`src/rtl/circuit_second_largest.sv`:
```
// Running second-largest distinct value of an unsigned sample stream.
// One sample per clock; the result is registered, with no combinational path from input to output.
module circuit_second_largest #(
   parameter int unsigned DATA_WIDTH = 2
) (
   input  logic                  clk,
   input  logic                  rst,
   input  logic [DATA_WIDTH-1:0] data_in,
   output logic [DATA_WIDTH-1:0] data_out
);

   logic [DATA_WIDTH-1:0] max1_q, max2_q;
   logic [DATA_WIDTH-1:0] max1_d, max2_d;

   // A repeat of the current maximum is ignored, so max2 stays strictly below max1 once two distinct values are seen.
   always_comb begin
      max1_d = max1_q;
      max2_d = max2_q;
      if (data_in > max1_q) begin
         max2_d = max1_q;
         max1_d = data_in;
      end else if ((data_in < max1_q) && (data_in > max2_q)) begin
         max2_d = data_in;
      end
   end

   always_ff @(posedge clk or negedge rst) begin
      if (!rst) begin
         max1_q <= '0;
         max2_q <= '0;
      end else begin
         max1_q <= max1_d;
         max2_q <= max2_d;
      end
   end

   assign data_out = max2_q;

endmodule

```
`config.mk`:
```
export PLATFORM = sky130hd
export DESIGN_NAME = circuit_second_largest
export DESIGN_NICKNAME = d
export VERILOG_FILES = /design/src/rtl/circuit_second_largest.sv
export SDC_FILE = /design/constraint.sdc
export NUM_CORES = 1
export LEC_CHECK = 0
export ABC_AREA = 0
export CORE_AREA = 2 2 39 41
export CTS_CLUSTER_DIAMETER = 100
export DETAILED_ROUTE_END_ITERATION = 7
export DIE_AREA = 0 0 41 43
export DONT_BUFFER_PORTS = 1
export PLACE_DENSITY = 0.36
export SLEW_MARGIN = 10
export SYNTH_ARGS = -nofsm -noshare
export SYNTH_HDL_FRONTEND = slang
export SYNTH_SLANG_ARGS = --single-unit
```
`constraint.sdc`:
```
create_clock -name clk -period 2.15 [get_ports clk]
set_input_delay 0.3225 -clock clk [delete_from_list [all_inputs] [get_ports clk]]
set_output_delay 0.3225 -clock clk [all_outputs]
set_load 0.01 [all_outputs]
```
==> impl_results.html, run 1 <==
<table>
<tr><th>Metric</th><th>Value</th></tr>
<tr><th colspan="2">Run status</th></tr>
<tr><td>Outcome</td><td>complete, no violations</td></tr>
<tr><th colspan="2">Timing</th></tr>
<tr><td>Actual transition at the worst max-transition pin</td><td>296 ps</td></tr>
<tr><td>Setup skew after layout</td><td>0.374 ps</td></tr>
<tr><td>Slew Limit Fails</td><td>0</td></tr>
<tr><td>Final hold vios</td><td>0</td></tr>
<tr><td>Setup repair after global routing missed its margin</td><td>false</td></tr>
<tr><td>Max-Slew Margin vs Limit</td><td>0.802</td></tr>
<tr><td>Final-report setup violation count</td><td>0</td></tr>
<tr><td>Max frequency</td><td>586 MHz</td></tr>
<tr><td>Final Cycle Share</td><td>0.793</td></tr>
<tr><td>Period minus WS final</td><td>1710 ps</td></tr>
<tr><td>Total Neg Setup Slack</td><td>0 ps</td></tr>
<tr><th colspan="2">Cells and area</th></tr>
<tr><td>Nets@finish</td><td>40</td></tr>
<tr><td>Fraction of final layout cells sized beyond drive strength 1</td><td>0.310</td></tr>
<tr><td>Count of inserted antenna diode cells</td><td>0</td></tr>
<tr><td>Area growth syn-to-layout</td><td>18.0%</td></tr>
<tr><td>Post-Route Utilization</td><td>0.249</td></tr>
<tr><th colspan="2">CTS</th></tr>
<tr><td>Later-pin clock latency in the skew report</td><td>230 ps</td></tr>
<tr><td>Buffer type at the clock tree root</td><td>sky130_fd_sc_hd__clkbuf_4</td></tr>
<tr><td>Setup fix buffers added after clock tree synthesis</td><td>0</td></tr>
<tr><td>Post-CTS clock slew at the launch and capture registers of the worst setup and hold paths</td><td>40 ps</td></tr>
<tr><td>Number of clock sinks</td><td>4</td></tr>
<tr><td>Largest buffer count on any clock path</td><td>2</td></tr>
<tr><td>H-Tree Level Count</td><td>1</td></tr>
<tr><td>CTS Buf Count</td><td>3</td></tr>
<tr><td>Post-CTS Resized</td><td>0</td></tr>
<tr><td>TritonCTS clock tree</td><td>built</td></tr>
<tr><th colspan="2">Synthesis</th></tr>
<tr><td>Synthesized area</td><td>292 um^2</td></tr>
<tr><td>Number of synthesized flops with an enable pin</td><td>0</td></tr>
<tr><td>Number of distinct standard cells referenced by the synthesized netlist</td><td>14</td></tr>
<tr><td>Count of yosys warnings during synthesis</td><td>0</td></tr>
<tr><td>Count of mapped cells out of synthesis</td><td>25</td></tr>
<tr><td>Top cells by instance count after synthesis</td><td>sky130_fd_sc_hd__ha_1, sky130_fd_sc_hd__dfrtp_1, sky130_fd_sc_hd__inv_1, sky130_fd_sc_hd__nand2_1</td></tr>
<tr><td>Sequential area share after synthesis</td><td>0.343</td></tr>
<tr><td>Main synth FF type</td><td>sky130_fd_sc_hd__dfrtp_1</td></tr>
<tr><td>Synth top area cells</td><td>sky130_fd_sc_hd__dfrtp_1, sky130_fd_sc_hd__ha_1, sky130_fd_sc_hd__o21ai_4, sky130_fd_sc_hd__mux2_4, sky130_fd_sc_hd__nor2b_4</td></tr>
<tr><td>Average size of a mapped cell</td><td>11.7 um^2</td></tr>
<tr><td>Flip-flop and latch count after synthesis</td><td>4</td></tr>
<tr><td>Top-area cell type share of the netlist area</td><td>0.343</td></tr>
<tr><td>Largest area contributor in the synthesized netlist</td><td>sky130_fd_sc_hd__dfrtp_1</td></tr>
<tr><td>Net count after synthesis</td><td>34</td></tr>
<tr><td>Share of flip-flops with an asynchronous set or reset</td><td>1.00</td></tr>
<tr><td>Leading cell type by number of instances after synthesis</td><td>sky130_fd_sc_hd__ha_1</td></tr>
<tr><th colspan="2">Routing</th></tr>
<tr><td>DRT Pass-1 Iters</td><td>3</td></tr>
<tr><td>Post-route ant nets</td><td>0</td></tr>
<tr><td>Routed via count</td><td>209</td></tr>
<tr><td>Starting DRC count in detailed routing</td><td>4</td></tr>
<tr><td>Wirelength per Cell</td><td>12.4 um</td></tr>
<tr><td>Residual DRC</td><td>0</td></tr>
<tr><td>Per-cell via count in the routed design</td><td>4.64</td></tr>
<tr><td>Total length of routed wires</td><td>559 um</td></tr>
<tr><th colspan="2">Place</th></tr>
<tr><td>I/O Buffers</td><td>0</td></tr>
<tr><td>Sum of net half-perimeters after detailed placement</td><td>448 um</td></tr>
<tr><td>Placer congestion estimate</td><td>0.598</td></tr>
<tr><th colspan="2">Critical path</th></tr>
<tr><td>Worst r2r path cells</td><td>6</td></tr>
<tr><td>Largest incremental delay on the critical path</td><td>420 ps</td></tr>
<tr><td>Reg2reg setup slack</td><td>440 ps</td></tr>
<tr><td>Sum of buffers and inverters on the critical path</td><td>1</td></tr>
<tr><td>Critical register-to-register path startpoint</td><td>data_out[1]</td></tr>
<tr><td>Worst Path Required</td><td>2270 ps</td></tr>
<tr><td>Data arrival, critical path</td><td>1820 ps</td></tr>
<tr><td>Critical path endpoint category</td><td>flop</td></tr>
<tr><td>Setup Crit Path Kind</td><td>flop to flop</td></tr>
<tr><td>Launching element type of the critical path</td><td>flop</td></tr>
<tr><td>Library cell contributing the largest single delay on the critical path</td><td>sky130_fd_sc_hd__dfrtp_1</td></tr>
<tr><td>Critical path, cell by cell</td><td>inv_1 -&gt; ha_1 -&gt; nor2b_2 -&gt; o21ai_1 -&gt; o31ai_2 -&gt; mux2_4</td></tr>
<tr><td>CP Launch Point</td><td>data_out[1]</td></tr>
<tr><td>Capture instance of the worst register-to-register path</td><td>data_out[1]</td></tr>
<tr><td>Crit Path Max Fanout</td><td>3</td></tr>
<tr><td>Cell type group with the largest total delay on the critical path</td><td>flip-flops</td></tr>
<tr><th colspan="2">GRT</th></tr>
<tr><td>Antenna violations before repair</td><td>0</td></tr>
<tr><td>Via count of the first global-routing pass</td><td>227</td></tr>
<tr><td>Remaining global-route overflow</td><td>0</td></tr>
<tr><td>Global-route wire length before repair</td><td>1.01 mm</td></tr>
<tr><td>Pin count of the biggest net entering global routing</td><td>6</td></tr>
<tr><td>GRT Overall Usage</td><td>0.0914</td></tr>
<tr><th colspan="2">Die</th></tr>
<tr><td>Cell Rows</td><td>14</td></tr>
<tr><td>I/O pin count</td><td>6</td></tr>
<tr><td>Horizontal die dimension</td><td>41 um</td></tr>
<tr><td>Die Y</td><td>43 um</td></tr>
<tr><td>Area of the die</td><td>1760 um^2</td></tr>
<tr><td>Area of the core</td><td>1380 um^2</td></tr>
<tr><td>Initial core utilization</td><td>0.211</td></tr>
<tr><th colspan="2">Worst hold path</th></tr>
<tr><td>Worst hold-check path type</td><td>primary input to flop</td></tr>
<tr><td>Hold depth</td><td>1</td></tr>
<tr><td>Launch point of the worst hold path</td><td>data_in[1]</td></tr>
<tr><td>Worst hold path endpoint</td><td>max1_q[1]</td></tr>
<tr><th colspan="2">Pwr</th></tr>
<tr><td>Static leakage</td><td>0.000162 uW</td></tr>
<tr><td>Power Dens Cells</td><td>1520 nW/um^2</td></tr>
<tr><td>Worst IR Drop VDD</td><td>0.261 mV</td></tr>
<tr><td>Overall power after layout</td><td>523 uW</td></tr>
<tr><th colspan="2">Job</th></tr>
<tr><td>Number of maximum-capacitance violations</td><td>0</td></tr>
</table>
## report_power, final
part           switching (uW)  internal [uW]  total [uW]
Clock                    31.0           62.5        93.4
Sequential               44.3            114         159
Combinational             127            143         271
## routing by layer
layer	track usage	up-vias	part of all wire
li1	-	96	-
met1	0.0900	109	0.37
met2	0.131	4	0.55
met3	0.0471	0	0.081
met4	0.0800	0	0
met5	0	-	0
## registers in the layout, summed over array words and instances (netlist names)
register and flops:
data_out 2, max1_q 2
## through the flow
stage / cell area, um^2 / worst slack, ps / instances / hold slack (ps)
detailed placement: 312 / 432 / 41 / 27.0
floorplan: 292 / 582 / 25 / 26.9
global placement: 312 / 443 / 41 / 27.0
global route: 344 / 282 / 45 / 225
finish: 344 / 444 / 45 / 221
CTS: 344 / 427 / 45 / 217
## area by class of cell
type                            count  area [um^2]
Fill cell                         146         1040
Sequential cell                     4          100
Timing Repair Buffer                1         10.0
Multi-Input combinational cell     18          180
Clock buffer                        3         22.5
Inverter                            3         11.3
Tap cell                           16         20.0
## worst reg2reg max path: stages, from the launching register on
cell and delay (ps):
sky130_fd_sc_hd__dfrtp_1 420, sky130_fd_sc_hd__inv_1 60, sky130_fd_sc_hd__ha_1 290, sky130_fd_sc_hd__nor2b_2 130, sky130_fd_sc_hd__o21ai_1 80, sky130_fd_sc_hd__o31ai_2 280
sky130_fd_sc_hd__mux2_4 330
## how the worst max path moves through the flow
| stage | cells past startpoint | to | slack [ps] |
|---|---|---|---|
| floorplan | 6 | data_out[1] | 580 |
| global placement | 6 | data_out[1] | 440 |
| detailed placement | 6 | data_out[1] | 430 |
| CTS | 6 | data_out[1] | 430 |
| global route | 6 | data_out[1] | 280 |
| finish | 6 | data_out[1] | 440 |
## timing repair
item,CTS,global route
hold endpoints to repair,4,0
setup endpoints to repair,0,0
hold buffers,1,0
## placed cells by master, fill, tap and decap left out
cell,netlist,final
sky130_fd_sc_hd__clkbuf_4,0,3
sky130_fd_sc_hd__or4_1,1,1
sky130_fd_sc_hd__dlygate4sd3_1,0,1
sky130_fd_sc_hd__o21ai_1,1,1
sky130_fd_sc_hd__nor2b_4,1,1
sky130_fd_sc_hd__o21ai_4,1,1
sky130_fd_sc_hd__nor2b_2,1,1
sky130_fd_sc_hd__o31ai_2,1,1
sky130_fd_sc_hd__mux2_1,1,1
sky130_fd_sc_hd__ha_1,5,5
sky130_fd_sc_hd__dfrtp_1,4,4
sky130_fd_sc_hd__mux2_4,1,1
sky130_fd_sc_hd__o221a_2,1,1
sky130_fd_sc_hd__o21ai_0,1,1
sky130_fd_sc_hd__inv_1,3,3
sky130_fd_sc_hd__nand2_1,3,3
## cell families after synthesis
family | count (synthesis) | share of synthesized area
flip-flops | 4 | 0.343
AO/OA/AOI/OAI | 5 | 0.172
adder cells (fa/ha/maj) | 5 | 0.215
buffers and inverters | 3 | 0.0386
multiplexers | 2 | 0.0901
AND/OR/NAND/NOR | 6 | 0.142
Power figures use the tool's default switching activity.
==> inputs of run 2 (changes only) <==
--- a/config.mk
+++ b/config.mk
@@ -11,7 +11,7 @@
 export DETAILED_ROUTE_END_ITERATION = 7
 export DIE_AREA = 0 0 41 43
 export DONT_BUFFER_PORTS = 1
-export PLACE_DENSITY = 0.36
+export PLACE_DENSITY = 0.37
 export SLEW_MARGIN = 10
 export SYNTH_ARGS = -nofsm -noshare
 export SYNTH_HDL_FRONTEND = slang
==> constraint.sdc (replaced) <==
create_clock -name clk -period 1.4 [get_ports clk]
set_input_delay 0.21 -clock clk [delete_from_list [all_inputs] [get_ports clk]]
set_output_delay 0.21 -clock clk [all_outputs]
set_load 0.01 [all_outputs]
==> run 2 against run 1 <==
Effect of this change:
- the flow now finishes with violations (setup timing)
- count of clock-buffer cells in the layout did not move
- sequential power rose by 37%
- critical path depth did not move
- clock power rose by 51%
- combinational power rose to 2.8 times the previous value
- hold slack got worse by 98 ps
- register-to-register slack got worse by 580 ps
- critical endpoint unchanged
- largest cell class unchanged
- highest routed layer unchanged
==> impl_results.html, run 2 (synthesized netlist as in run 1, its figures left out) <==
<table>
<tr><th>Metric</th><th>Value</th></tr>
<tr><th colspan="2">CTS</th></tr>
<tr><td>Buffer type at the clock tree root</td><td>sky130_fd_sc_hd__clkbuf_4 (unchanged)</td></tr>
<tr><td>H-Tree Level Count</td><td>1 (unchanged)</td></tr>
<tr><td>TritonCTS clock tree</td><td>built (unchanged)</td></tr>
<tr><td>Number of clock sinks</td><td>4 (unchanged)</td></tr>
<tr><td>Post-CTS clock slew at the launch and capture registers of the worst setup and hold paths</td><td>40 ps (about the same)</td></tr>
<tr><td>Largest buffer count on any clock path</td><td>2 (unchanged)</td></tr>
<tr><td>CTS Buf Count</td><td>3 (unchanged)</td></tr>
<tr><td>Later-pin clock latency in the skew report</td><td>230 ps (about the same)</td></tr>
<tr><th colspan="2">Timing</th></tr>
<tr><td>Final hold vios</td><td>0 (unchanged)</td></tr>
<tr><td>Total Neg Setup Slack</td><td>-291 ps (was 0 ps)</td></tr>
<tr><td>Slew Limit Fails</td><td>0 (unchanged)</td></tr>
<tr><td>Final Cycle Share</td><td>1.10 (was 0.793)</td></tr>
<tr><td>Final-report setup violation count</td><td>4 (was 0)</td></tr>
<tr><td>Post-route worst hold slack</td><td>123 ps (was 221 ps)</td></tr>
<tr><td>Max frequency</td><td>651 MHz (was 586 MHz)</td></tr>
<tr><td>Max-Slew Margin vs Limit</td><td>0.854 (was 0.802)</td></tr>
<tr><td>Setup repair after global routing missed its margin</td><td>true (was false)</td></tr>
<tr><td>Actual transition at the worst max-transition pin</td><td>219 ps (was 296 ps)</td></tr>
<tr><td>Period minus WS final</td><td>1540 ps (was 1710 ps)</td></tr>
<tr><td>Final WS setup</td><td>-136 ps (was 444 ps)</td></tr>
<tr><td>Setup skew after layout</td><td>2.07 ps (was 0.374 ps)</td></tr>
<tr><th colspan="2">Pwr</th></tr>
<tr><td>Worst IR Drop VDD</td><td>0.842 mV (was 0.261 mV)</td></tr>
<tr><td>Static leakage</td><td>0.000205 uW (was 0.000162 uW)</td></tr>
<tr><td>Power Dens Cells</td><td>2520 nW/um^2 (was 1520 nW/um^2)</td></tr>
<tr><th colspan="2">Critical path</th></tr>
<tr><td>Worst Path Required</td><td>1510 ps (was 2270 ps)</td></tr>
<tr><td>Crit Path Max Fanout</td><td>2 (was 3)</td></tr>
<tr><td>Launching element type of the critical path</td><td>flop (unchanged)</td></tr>
<tr><td>Setup Crit Path Kind</td><td>flop to flop (unchanged)</td></tr>
<tr><td>Critical path endpoint category</td><td>flop (unchanged)</td></tr>
<tr><td>Data arrival, critical path</td><td>1650 ps (was 1820 ps)</td></tr>
<tr><th colspan="2">Run status</th></tr>
<tr><td>Outcome</td><td>finished, violations left (was complete, no violations)</td></tr>
<tr><td>Violations in the final reports</td><td>setup timing</td></tr>
<tr><th colspan="2">Place</th></tr>
<tr><td>Sum of net half-perimeters after detailed placement</td><td>508 um (was 448 um)</td></tr>
<tr><td>I/O Buffers</td><td>0 (unchanged)</td></tr>
<tr><td>Placer congestion estimate</td><td>0.694 (was 0.598)</td></tr>
<tr><td>Number of placed instances with taps included</td><td>46 (was 41)</td></tr>
<tr><th colspan="2">Routing</th></tr>
<tr><td>Wire length on met1</td><td>285 um (was 206 um)</td></tr>
<tr><td>Met3 wire len</td><td>43 um (was 45 um)</td></tr>
<tr><td>DRT Pass-1 Iters</td><td>2 (was 3)</td></tr>
<tr><td>Starting DRC count in detailed routing</td><td>4 (unchanged)</td></tr>
<tr><td>Total length of routed wires</td><td>636 um (was 559 um)</td></tr>
<tr><td>Wirelength per Cell</td><td>12.5 um (was 12.4 um)</td></tr>
<tr><td>Top metal layer carrying routed signals</td><td>met3 (unchanged)</td></tr>
<tr><td>Per-cell via count in the routed design</td><td>4.33 (was 4.64)</td></tr>
<tr><td>Routed via count</td><td>221 (was 209)</td></tr>
<tr><td>Residual DRC</td><td>0 (unchanged)</td></tr>
<tr><td>Detail Route met2 WL</td><td>307 um (unchanged)</td></tr>
<tr><td>Post-route ant nets</td><td>0 (unchanged)</td></tr>
<tr><th colspan="2">Worst hold path</th></tr>
<tr><td>Worst hold-check path type</td><td>primary input to flop (unchanged)</td></tr>
<tr><th colspan="2">Cells and area</th></tr>
<tr><td>Top library cells by usage in the layout, fill and taps aside</td><td>sky130_fd_sc_hd__dfrtp_1, sky130_fd_sc_hd__buf_4, sky130_fd_sc_hd__ha_1, sky130_fd_sc_hd__clkbuf_4 (was sky130_fd_sc_hd__ha_1, sky130_fd_sc_hd__dfrtp_1, sky130_fd_sc_hd__inv_1, sky130_fd_sc_hd__nand2_1, sky130_fd_sc_hd__clkbuf_4)</td></tr>
<tr><td>Fraction of final layout cells sized beyond drive strength 1</td><td>0.629 (was 0.310)</td></tr>
<tr><td>Nets@finish</td><td>46 (was 40)</td></tr>
<tr><td>Area growth syn-to-layout</td><td>52.8% (was 18.0%)</td></tr>
<tr><td>Count of inserted antenna diode cells</td><td>0 (unchanged)</td></tr>
<tr><td>Final cell count without fillers</td><td>51 (was 45)</td></tr>
<tr><th colspan="2">GRT</th></tr>
<tr><td>Remaining global-route overflow</td><td>0 (unchanged)</td></tr>
<tr><td>Pin count of the biggest net entering global routing</td><td>5 (was 6)</td></tr>
<tr><td>Global-route wire length before repair</td><td>1.07 mm (was 1.01 mm)</td></tr>
<tr><td>GRT Overall Usage</td><td>0.0964 (was 0.0914)</td></tr>
<tr><td>Via count of the first global-routing pass</td><td>237 (was 227)</td></tr>
<tr><td>Antenna violations before repair</td><td>0 (unchanged)</td></tr>
<tr><th colspan="2">Die</th></tr>
<tr><td>Die Y</td><td>43 um (unchanged)</td></tr>
<tr><td>Initial core utilization</td><td>0.211 (unchanged)</td></tr>
<tr><td>Horizontal die dimension</td><td>41 um (unchanged)</td></tr>
<tr><td>I/O pin count</td><td>6 (unchanged)</td></tr>
<tr><td>Area of the core</td><td>1380 um^2 (unchanged)</td></tr>
<tr><td>Cell Rows</td><td>14 (unchanged)</td></tr>
<tr><td>Area of the die</td><td>1760 um^2 (unchanged)</td></tr>
<tr><th colspan="2">Job</th></tr>
<tr><td>Number of maximum-capacitance violations</td><td>0 (unchanged)</td></tr>
</table>
-- run 2: path summary, 6_finish.rpt --
| check | startpoint | to | slack, ps | cells past startpoint |
|---|---|---|---|---|
| setup reg to reg | data_out[1] | data_out[1] | -140 | 6 |
| setup / recovery | data_out[1] | data_out[1] | -140 | 6 |
| min in group asynchronous | rst | max1_q[1] | 250 | 1 |
| max in group asynchronous | rst | data_out[1] | 970 | 1 |
| hold reg to reg | max1_q[0] | max1_q[0] | 620 | 3 |
| hold / removal | data_in[1] | max1_q[1] | 120 | 1 |
-- run 2: where the power goes --
| part | internal (uW) | leakage, uW | total (uW) | switching [uW] |
|---|---|---|---|---|
| logic | 447 | 0.000143 | 765 | 318 |
| registers | 176 | 0.0000484 | 218 | 42.3 |
| clock network | 95.8 | 0.0000138 | 141 | 45.4 |
| total | 719 | 0.000205 | 1120 | 405 |
-- run 2: metrics by stage --
| step | setup WS (ps) | area [um^2] | utilization | total power [uW] |
|---|---|---|---|---|
| finish | -136 | 445 | 0.322 | 1120 |
| CTS | -155 | 443 | 0.320 | 1130 |
| global route | -213 | 445 | 0.322 | 1220 |
| floorplan | -168 | 304 | - | 636 |
| global placement | -186 | 362 | 0.261 | 808 |
| detailed placement | -237 | 362 | 0.261 | 826 |
-- run 2: area by class of cell --
cell class | instances | area (um^2)
timing repair buffer | 7 | 62.6
tap | 16 | 20.0
clock buffer | 3 | 22.5
fill | 145 | 938
sequential | 4 | 100
multi-input combinational | 18 | 229
inverter | 3 | 11.3
-- run 2: repair_timing --
action                     4_1_cts  5_1_grt
hold buffers                     1        0
resized for setup                8        1
pin swaps                        2        0
buffers inserted                 1        0
hold endpoints to repair         4        0
setup endpoints to repair        3        4
-- run 2: critical path, stage by stage, from the launching register on --
cell and delay, ps:
sky130_fd_sc_hd__dfrtp_1 360, sky130_fd_sc_hd__inv_2 60, sky130_fd_sc_hd__ha_4 260, sky130_fd_sc_hd__nor2b_4 120, sky130_fd_sc_hd__o21ai_2 70, sky130_fd_sc_hd__o31ai_4 210
sky130_fd_sc_hd__mux2_4 320
-- run 2: layer usage --
metal / global-route usage / up-vias
met5: 0 / -
met4: 0.0600 / 0
met3: 0.0366 / 0
met2: 0.128 / 5
met1: 0.125 / 107
li1: - / 109
